## config.mk

```make
export PLATFORM = sky130hd
export DESIGN_NAME = es_mem_req
export DESIGN_NICKNAME = d
export VERILOG_FILES = /design/src/rtl/es_mem_req.sv
export SDC_FILE = /design/constraint.sdc
export NUM_CORES = 1
export LEC_CHECK = 0
export ABC_AREA = 1
export BUFFER_PORTS_ARGS = -buffer_cell sky130_fd_sc_hd__buf_2
export CAP_MARGIN = 40
export CORE_ASPECT_RATIO = 0.6
export CORE_MARGIN = 1
export CORE_UTILIZATION = 35
export CTS_BUF_LIST = sky130_fd_sc_hd__clkbuf_8
export DETAILED_ROUTE_END_ITERATION = 7
export GPL_ROUTABILITY_DRIVEN = 0
export PLACE_DENSITY = 0.94
export SETUP_SLACK_MARGIN = 0.2
export SYNTH_ARGS = -nofsm -noshare
export SYNTH_HDL_FRONTEND = slang
export SYNTH_SLANG_ARGS = --single-unit
```

## constraint.sdc

```tcl
create_clock -name clk -period 2.3 [get_ports clk]
set_input_delay 0.46 -clock clk [delete_from_list [all_inputs] [get_ports clk]]
set_output_delay 0.46 -clock clk [all_outputs]
set_load 0.02 [all_outputs]
```

## src/rtl/es_mem_req.sv

```systemverilog
// es_mem_req: EX-stage data SRAM request generator with in-flight response tracking.
// Define ES_UNALIGNED_LS_EN to enable lwl/lwr/swl/swr; otherwise those codes act as no-ops.
module es_mem_req (
    input  logic        clk,
    input  logic        reset,
    input  logic        es_valid,
    input  logic        ms_allowin,
    input  logic [3:0]  mem_op,
    input  logic [31:0] addr,
    input  logic [31:0] rt_value,
    input  logic        flush,
    input  logic        ms_ex,
    output logic        data_sram_req,
    output logic        data_sram_wr,
    output logic [1:0]  data_sram_size,
    output logic [3:0]  data_sram_wstrb,
    output logic [31:0] data_sram_addr,
    output logic [31:0] data_sram_wdata,
    input  logic        data_sram_addr_ok,
    input  logic        data_sram_data_ok,
    output logic        data_ok_to_ms,
    output logic        es_ready_go,
    output logic        ale,
    output logic [4:0]  ale_excode,
    output logic [1:0]  whb_mux
);

    typedef enum logic [1:0] {S_IDLE, S_REQ, S_DONE} state_t;

    localparam logic [3:0] OP_LB  = 4'd1;
    localparam logic [3:0] OP_LBU = 4'd2;
    localparam logic [3:0] OP_LH  = 4'd3;
    localparam logic [3:0] OP_LHU = 4'd4;
    localparam logic [3:0] OP_LW  = 4'd5;
    localparam logic [3:0] OP_LWL = 4'd6;
    localparam logic [3:0] OP_LWR = 4'd7;
    localparam logic [3:0] OP_SB  = 4'd8;
    localparam logic [3:0] OP_SH  = 4'd9;
    localparam logic [3:0] OP_SW  = 4'd10;
    localparam logic [3:0] OP_SWL = 4'd11;
    localparam logic [3:0] OP_SWR = 4'd12;

    state_t     state_q, state_d;
    logic [1:0] out_cnt_q, out_cnt_d;
    logic [1:0] discard_cnt_q, discard_cnt_d;
    logic       cancel_pend_q, cancel_pend_d;

    logic       op_load, op_store, op_mem, word_align;
    logic       fire, cancel, req_accept, resp_dec, discard_dec;
    logic [1:0] a;

    assign a       = addr[1:0];
    assign whb_mux = a;

    // NOTE: every signal driven here gets a default first, so no decode path can infer a latch.
    always_comb begin
        op_load         = 1'b0;
        op_store        = 1'b0;
        word_align      = 1'b0;
        data_sram_size  = 2'd0;
        data_sram_wstrb = 4'b0000;
        data_sram_wdata = rt_value;
        case (mem_op)
            OP_LB, OP_LBU: op_load = 1'b1;
            OP_LH, OP_LHU: begin
                op_load        = 1'b1;
                data_sram_size = 2'd1;
            end
            OP_LW: begin
                op_load        = 1'b1;
                data_sram_size = 2'd2;
            end
`ifdef ES_UNALIGNED_LS_EN
            OP_LWL, OP_LWR: begin
                op_load        = 1'b1;
                data_sram_size = 2'd2;
                word_align     = 1'b1;
            end
`endif
            OP_SB: begin
                op_store        = 1'b1;
                data_sram_wstrb = 4'b0001 << a;
                data_sram_wdata = {4{rt_value[7:0]}};
            end
            OP_SH: begin
                op_store        = 1'b1;
                data_sram_size  = 2'd1;
                data_sram_wstrb = a[1] ? 4'b1100 : 4'b0011;
                data_sram_wdata = {2{rt_value[15:0]}};
            end
            OP_SW: begin
                op_store        = 1'b1;
                data_sram_size  = 2'd2;
                data_sram_wstrb = 4'b1111;
            end
`ifdef ES_UNALIGNED_LS_EN
            // swl keeps the high bytes of rt at the low end; ~a == 3 - a for a 2-bit offset.
            OP_SWL: begin
                op_store        = 1'b1;
                data_sram_size  = 2'd2;
                word_align      = 1'b1;
                data_sram_wstrb = 4'b1111 >> (~a);
                data_sram_wdata = rt_value >> {~a, 3'b000};
            end
            OP_SWR: begin
                op_store        = 1'b1;
                data_sram_size  = 2'd2;
                word_align      = 1'b1;
                data_sram_wstrb = 4'b1111 << a;
                data_sram_wdata = rt_value << {a, 3'b000};
            end
`endif
            default: ;
        endcase
    end

    assign op_mem         = op_load | op_store;
    assign data_sram_wr   = op_store;
    assign data_sram_addr = word_align ? {addr[31:2], 2'b00} : addr;
    assign data_sram_req  = (state_q == S_REQ);

    assign ale = es_valid &
                 ((((mem_op == OP_LH) | (mem_op == OP_LHU) | (mem_op == OP_SH)) & addr[0]) |
                  (((mem_op == OP_LW) | (mem_op == OP_SW)) & (a != 2'b00)));
    assign ale_excode = op_store ? 5'h05 : 5'h04;

    assign es_ready_go = (!op_mem | ale | ms_ex) ? 1'b1
                       : ((data_sram_req & data_sram_addr_ok) | (state_q == S_DONE));
    assign fire        = es_valid & es_ready_go & ms_allowin;
    assign cancel      = cancel_pend_q | flush;
    assign req_accept  = data_sram_req & data_sram_addr_ok;
    assign resp_dec    = data_sram_data_ok & (out_cnt_q != 2'd0);
    assign discard_dec = data_sram_data_ok & (discard_cnt_q != 2'd0);

    assign data_ok_to_ms = data_sram_data_ok & (discard_cnt_q == 2'd0) & ~reset;

    always_comb begin
        state_d       = state_q;
        cancel_pend_d = cancel_pend_q;
        case (state_q)
            S_IDLE: begin
                if (es_valid & op_mem & !ale & !flush & !ms_ex & (out_cnt_q < 2'd2))
                    state_d = S_REQ;
            end
            S_REQ: begin
                // A request already on the bus cannot be withdrawn; a flush only marks it for discard.
                if (data_sram_addr_ok) begin
                    state_d       = (cancel | fire) ? S_IDLE : S_DONE;
                    cancel_pend_d = 1'b0;
                end else if (flush) begin
                    cancel_pend_d = 1'b1;
                end
            end
            S_DONE: begin
                if (fire | flush)
                    state_d = S_IDLE;
            end
            default: state_d = S_IDLE;
        endcase
    end

    always_comb begin
        out_cnt_d = out_cnt_q;
        if (req_accept & !resp_dec)
            out_cnt_d = out_cnt_q + 2'd1;
        else if (!req_accept & resp_dec)
            out_cnt_d = out_cnt_q - 2'd1;

        discard_cnt_d = discard_cnt_q;
        if (discard_dec)
            discard_cnt_d = discard_cnt_q - 2'd1;
        if (req_accept & cancel)
            discard_cnt_d = discard_cnt_d + 2'd1;
        // Same-cycle data_ok is already folded into out_cnt_d, so only the remainder is discarded.
        if (flush & (state_q != S_REQ))
            discard_cnt_d = out_cnt_d;
    end

    // NOTE: sequential state uses non-blocking assignments so every flop samples pre-edge values.
    always_ff @(posedge clk) begin
        if (reset) begin
            state_q       <= S_IDLE;
            out_cnt_q     <= 2'd0;
            discard_cnt_q <= 2'd0;
            cancel_pend_q <= 1'b0;
        end else begin
            state_q       <= state_d;
            out_cnt_q     <= out_cnt_d;
            discard_cnt_q <= discard_cnt_d;
            cancel_pend_q <= cancel_pend_d;
        end
    end

endmodule
```

==> flow_results.xml <==
<?xml version="1.0" encoding="UTF-8"?>
<metrics>
  <group name="run_status">
    <metric name="status" unit="">finished, violations left</metric>
    <metric name="violated_checks" unit="">DRC</metric>
  </group>
  <group name="synth">
    <metric name="synth_seq_cells" unit="">7</metric>
    <metric name="post_synth_inst_count" unit="">244</metric>
    <metric name="dominantRegCellSynth" unit="">sky130_fd_sc_hd__dfxtp_1</metric>
    <metric name="netlist_area" unit="sq um">1410</metric>
    <metric name="avgSynthCellArea" unit="sq um">5.76</metric>
    <metric name="synth.yosys.warnings" unit="">0</metric>
    <metric name="synth_sequential_area_ratio" unit="%">9.97</metric>
    <metric name="synth-edff-count" unit="">0</metric>
    <metric name="synthDistinctLibCells" unit="">28</metric>
    <metric name="postSynth.asyncResetShare" unit="%">0</metric>
  </group>
  <group name="global_route">
    <metric name="global_route.overflow_total" unit="">0</metric>
    <metric name="first_pass_grt_wire_length" unit="mm">6.22</metric>
    <metric name="antenna_violations_before_repair" unit="">0</metric>
    <metric name="first_global_vias" unit="">1417</metric>
    <metric name="grt_use_total" unit="%">18.1</metric>
    <metric name="pin_count_of_the_biggest_net_entering_global_routing" unit="">18</metric>
  </group>
  <group name="routing">
    <metric name="routed_wirelength" unit="mm">3.96</metric>
    <metric name="drt.antenna.violating_nets" unit="">0</metric>
    <metric name="detail_route.first_pass.iterations" unit="">6</metric>
    <metric name="via_per_inst" unit="">4.57</metric>
    <metric name="detail_route.iter0.violations" unit="">105</metric>
    <metric name="wl_cell" unit="um">11.5</metric>
    <metric name="routed-via-count" unit="">1577</metric>
    <metric name="detail_route.drc_violations" unit="">17</metric>
  </group>
  <group name="power_and_ir_drop">
    <metric name="power.density_cell_area" unit="nW/um^2">555</metric>
    <metric name="power.ir.vdd_worst" unit="V">0.000161</metric>
    <metric name="leak" unit="nW">1.04</metric>
    <metric name="power.total" unit="mW">0.929</metric>
  </group>
  <group name="setup_path">
    <metric name="cp_slowest_stage_delay" unit="ns">0.19</metric>
    <metric name="cell_count_of_the_worst_reg_to_reg_path" unit="">12</metric>
    <metric name="rrSetupSlack" unit="ns">0.77</metric>
    <metric name="crit_chain" unit="">buf_2 &gt; inv_2 &gt; nor2_4 &gt; nand2_2 &gt; inv_1 &gt; buf_6 &gt; nand2_1 &gt; o21ai_0 &gt; buf_2</metric>
    <metric name="worst_setup_path_start_kind" unit="">input port</metric>
    <metric name="worstSetupEndpointType" unit="">primary output</metric>
    <metric name="critPathTopFamily" unit="">buffers and inverters</metric>
    <metric name="cp_max_fo" unit="">17</metric>
    <metric name="buffers_and_inverters_on_the_worst_path" unit="">5</metric>
    <metric name="critical_path.slowest_cell" unit="">sky130_fd_sc_hd__buf_2</metric>
    <metric name="criticalPathCategory" unit="">in -&gt; out</metric>
    <metric name="reg2reg_to" unit="">discard_cnt_q[1]$_SDFF_PP0_</metric>
    <metric name="cp_data_required_time" unit="ns">1.84</metric>
    <metric name="critical_path.endpoint" unit="">data_sram_wstrb[1]</metric>
    <metric name="reg2reg_from" unit="">discard_cnt_q[0]$_SDFF_PP0_</metric>
    <metric name="timing.critical_path.from" unit="">mem_op[3]</metric>
    <metric name="critPathArrivalTime" unit="ns">1.58</metric>
    <metric name="crit_path_frequent_cell" unit="">sky130_fd_sc_hd__buf_2</metric>
    <metric name="cp.depth" unit="">9</metric>
  </group>
  <group name="job">
    <metric name="cap_violations" unit="">0</metric>
  </group>
  <group name="placement">
    <metric name="postPlaceCellArea" unit="sq um">1590</metric>
    <metric name="port-buffer-count" unit="">93</metric>
    <metric name="post-dp-hpwl" unit="mm">3.31</metric>
  </group>
  <group name="sta">
    <metric name="unrepaired_setup_endpoints_after_global_routing" unit="">false</metric>
    <metric name="final_min_period_over_clock_period" unit="%">88.7</metric>
    <metric name="finalHoldViolations" unit="">0</metric>
    <metric name="max_freq" unit="GHz">0.490</metric>
    <metric name="timing.final.crit_period" unit="ns">2.04</metric>
    <metric name="setup_viol" unit="">0</metric>
    <metric name="skew" unit="ns">0.00204</metric>
    <metric name="timing_max_transition_violations_final" unit="">0</metric>
    <metric name="timing.setup.tns" unit="ns">0</metric>
  </group>
  <group name="floorplan">
    <metric name="floorplan.die.width" unit="um">83.8</metric>
    <metric name="fp-row-count" unit="">17</metric>
    <metric name="number_of_ports_placed_on_the_die_boundary" unit="">158</metric>
    <metric name="fp.coreArea" unit="sq um">3760</metric>
    <metric name="die_height" unit="um">51.1</metric>
    <metric name="dieArea" unit="sq um">4280</metric>
    <metric name="initial_utilization" unit="%">37.3</metric>
  </group>
  <group name="clock_network">
    <metric name="number_of_sinks_on_the_clock_net" unit="">7</metric>
    <metric name="cts_tree" unit="">done</metric>
    <metric name="htree_num_levels" unit="">1</metric>
    <metric name="cts.clk_slew.worst_paths" unit="ns">0.04</metric>
    <metric name="latest_clock_arrival_within_the_worst_skew_pair" unit="ns">0.22</metric>
    <metric name="clk_path_buf_depth" unit="">2</metric>
    <metric name="root_buf_cell" unit="">sky130_fd_sc_hd__clkbuf_8</metric>
    <metric name="tritoncts.num_buffers" unit="">3</metric>
  </group>
  <group name="finish">
    <metric name="fin_nets" unit="">377</metric>
    <metric name="area_growth_syn_to_layout" unit="%">19.1</metric>
    <metric name="layout.cells.most_common_list" unit="">sky130_fd_sc_hd__buf_2, sky130_fd_sc_hd__nand2_1, sky130_fd_sc_hd__inv_1</metric>
    <metric name="final_design_area_no_fill" unit="sq um">1670</metric>
    <metric name="layout.cells.most_common" unit="">sky130_fd_sc_hd__buf_2</metric>
    <metric name="sequential_cell_area" unit="sq um">140</metric>
    <metric name="area_taken_by_multi_input_logic_gates" unit="sq um">767</metric>
    <metric name="filler_cell_count" unit="">393</metric>
    <metric name="diodes" unit="">0</metric>
    <metric name="fraction_of_final_layout_cells_with_drive_strength_greater_than_1" unit="%">40.9</metric>
  </group>
  <group name="min_path">
    <metric name="hold_path.class" unit="">reg -&gt; reg</metric>
  </group>
</metrics>
-- sequential cells by signal (all words and copies together) (netlist names) --
| name | count |
|---|---|
| state_q | 2 |
| cancel_pend_q | 1 |
| discard_cnt_q | 2 |
| out_cnt_q | 2 |
-- worst min path at each step --
stage	start	end	slack, ns	cells past startpoint
after floorplan	cancel_pend_q$_SDFFE_PP0P_	cancel_pend_q$_SDFFE_PP0P_	0.46	2
after global placement	cancel_pend_q$_SDFFE_PP0P_	cancel_pend_q$_SDFFE_PP0P_	0.48	2
after detailed placement	cancel_pend_q$_SDFFE_PP0P_	cancel_pend_q$_SDFFE_PP0P_	0.48	2
after CTS	reset	out_cnt_q[1]$_SDFF_PP0_	0.49	2
after global routing	reset	out_cnt_q[1]$_SDFF_PP0_	0.51	2
final	cancel_pend_q$_SDFFE_PP0P_	cancel_pend_q$_SDFFE_PP0P_	0.49	2
-- layer usage --
metal | GRT usage, % | part of all wire, %
met1 | 23.4 | 44
met2 | 31.0 | 46
met3 | 3.07 | 8.1
met4 | 6.03 | 1.5
met5 | 0 | 0
-- worst reg2reg max path, cell delays in order, from the launching register on --
cell and delay, ns:
sky130_fd_sc_hd__dfxtp_1 0.34, sky130_fd_sc_hd__inv_1 0.05, sky130_fd_sc_hd__ha_1 0.19, sky130_fd_sc_hd__inv_1 0.07
sky130_fd_sc_hd__nand2_1 0.08, sky130_fd_sc_hd__xor2_1 0.14, sky130_fd_sc_hd__inv_1 0.07, sky130_fd_sc_hd__nand2_1 0.06
sky130_fd_sc_hd__inv_1 0.05, sky130_fd_sc_hd__nand2_1 0.05, sky130_fd_sc_hd__o21ai_0 0.07, sky130_fd_sc_hd__o21bai_1 0.15
sky130_fd_sc_hd__a21oi_1 0.13
-- layout make-up --
cell class	count	area share (%)
clock inverters	1	0.224
inverters	39	8.75
flip-flops and latches	7	8.38
well taps	47	3.52
clock buffers	3	2.47
repair buffers	98	30.8
multi-input cells	150	45.8
-- report_power, final --
part           leakage (nW)  switching (mW)  internal [mW]
Combinational         0.954           0.366          0.217
Sequential           0.0571          0.0199          0.160
Clock                0.0269          0.0507          0.115
Total                  1.04           0.437          0.492
-- logic make-up (layout without fill, tap and decap cells) --
kind of cell               Yosys count  count (layout)  synth area share, %
AOI/OAI and AO/OA                   33              33                 13.9
buffers and inverters               89             141                 36.7
adders and majority gates            2               2                 1.78
other                                2               4                0.534
muxes                                1               1                0.801
xor gates and xnor gates             2               2                 1.25
DFF                                  7               7                 9.97
and+or+nand+nor                    108             108                 35.1
-- timing repair --
| item | 4_1_cts | 5_1_grt |
|---|---|---|
| hold endpoints to repair | 0 | 0 |
| setup buffers | 0 | 2 |
| resized for setup | 1 | 6 |
| endpoints found under the setup margin | 1 | 26 |
| hold buffers | 0 | 0 |
| pin swaps | 0 | 1 |
-- synth_stat cells (3+ instances only) --
cell,n,share of area [%]
sky130_fd_sc_hd__a21oi_1,4,1.4
sky130_fd_sc_hd__inv_1,38,10
sky130_fd_sc_hd__nand2_1,65,17
sky130_fd_sc_hd__o21ai_0,16,5.7
sky130_fd_sc_hd__buf_4,48,26
sky130_fd_sc_hd__nor2_1,17,4.5
sky130_fd_sc_hd__nand3_1,7,2.5
sky130_fd_sc_hd__nor2_2,3,1.3
sky130_fd_sc_hd__nand2_2,7,3.1
sky130_fd_sc_hd__o211ai_1,9,4.8
sky130_fd_sc_hd__dfxtp_1,7,10
-- stage by stage --
step | util (%) | hold slack (ns) | instances | setup WS, ns
6_report | 44.4 | 0.494 | 345 | 0.260
5_1_grt | 44.4 | 0.506 | 345 | 0.201
4_1_cts | 43.5 | 0.491 | 343 | 0.202
3_5_place_dp | 42.2 | 0.485 | 339 | 0.201
3_3_place_gp | 42.2 | 0.483 | 339 | 0.215
2_1_floorplan | - | 0.461 | 246 | 0.404
No activity file was read; power rests on OpenSTA's default activity.
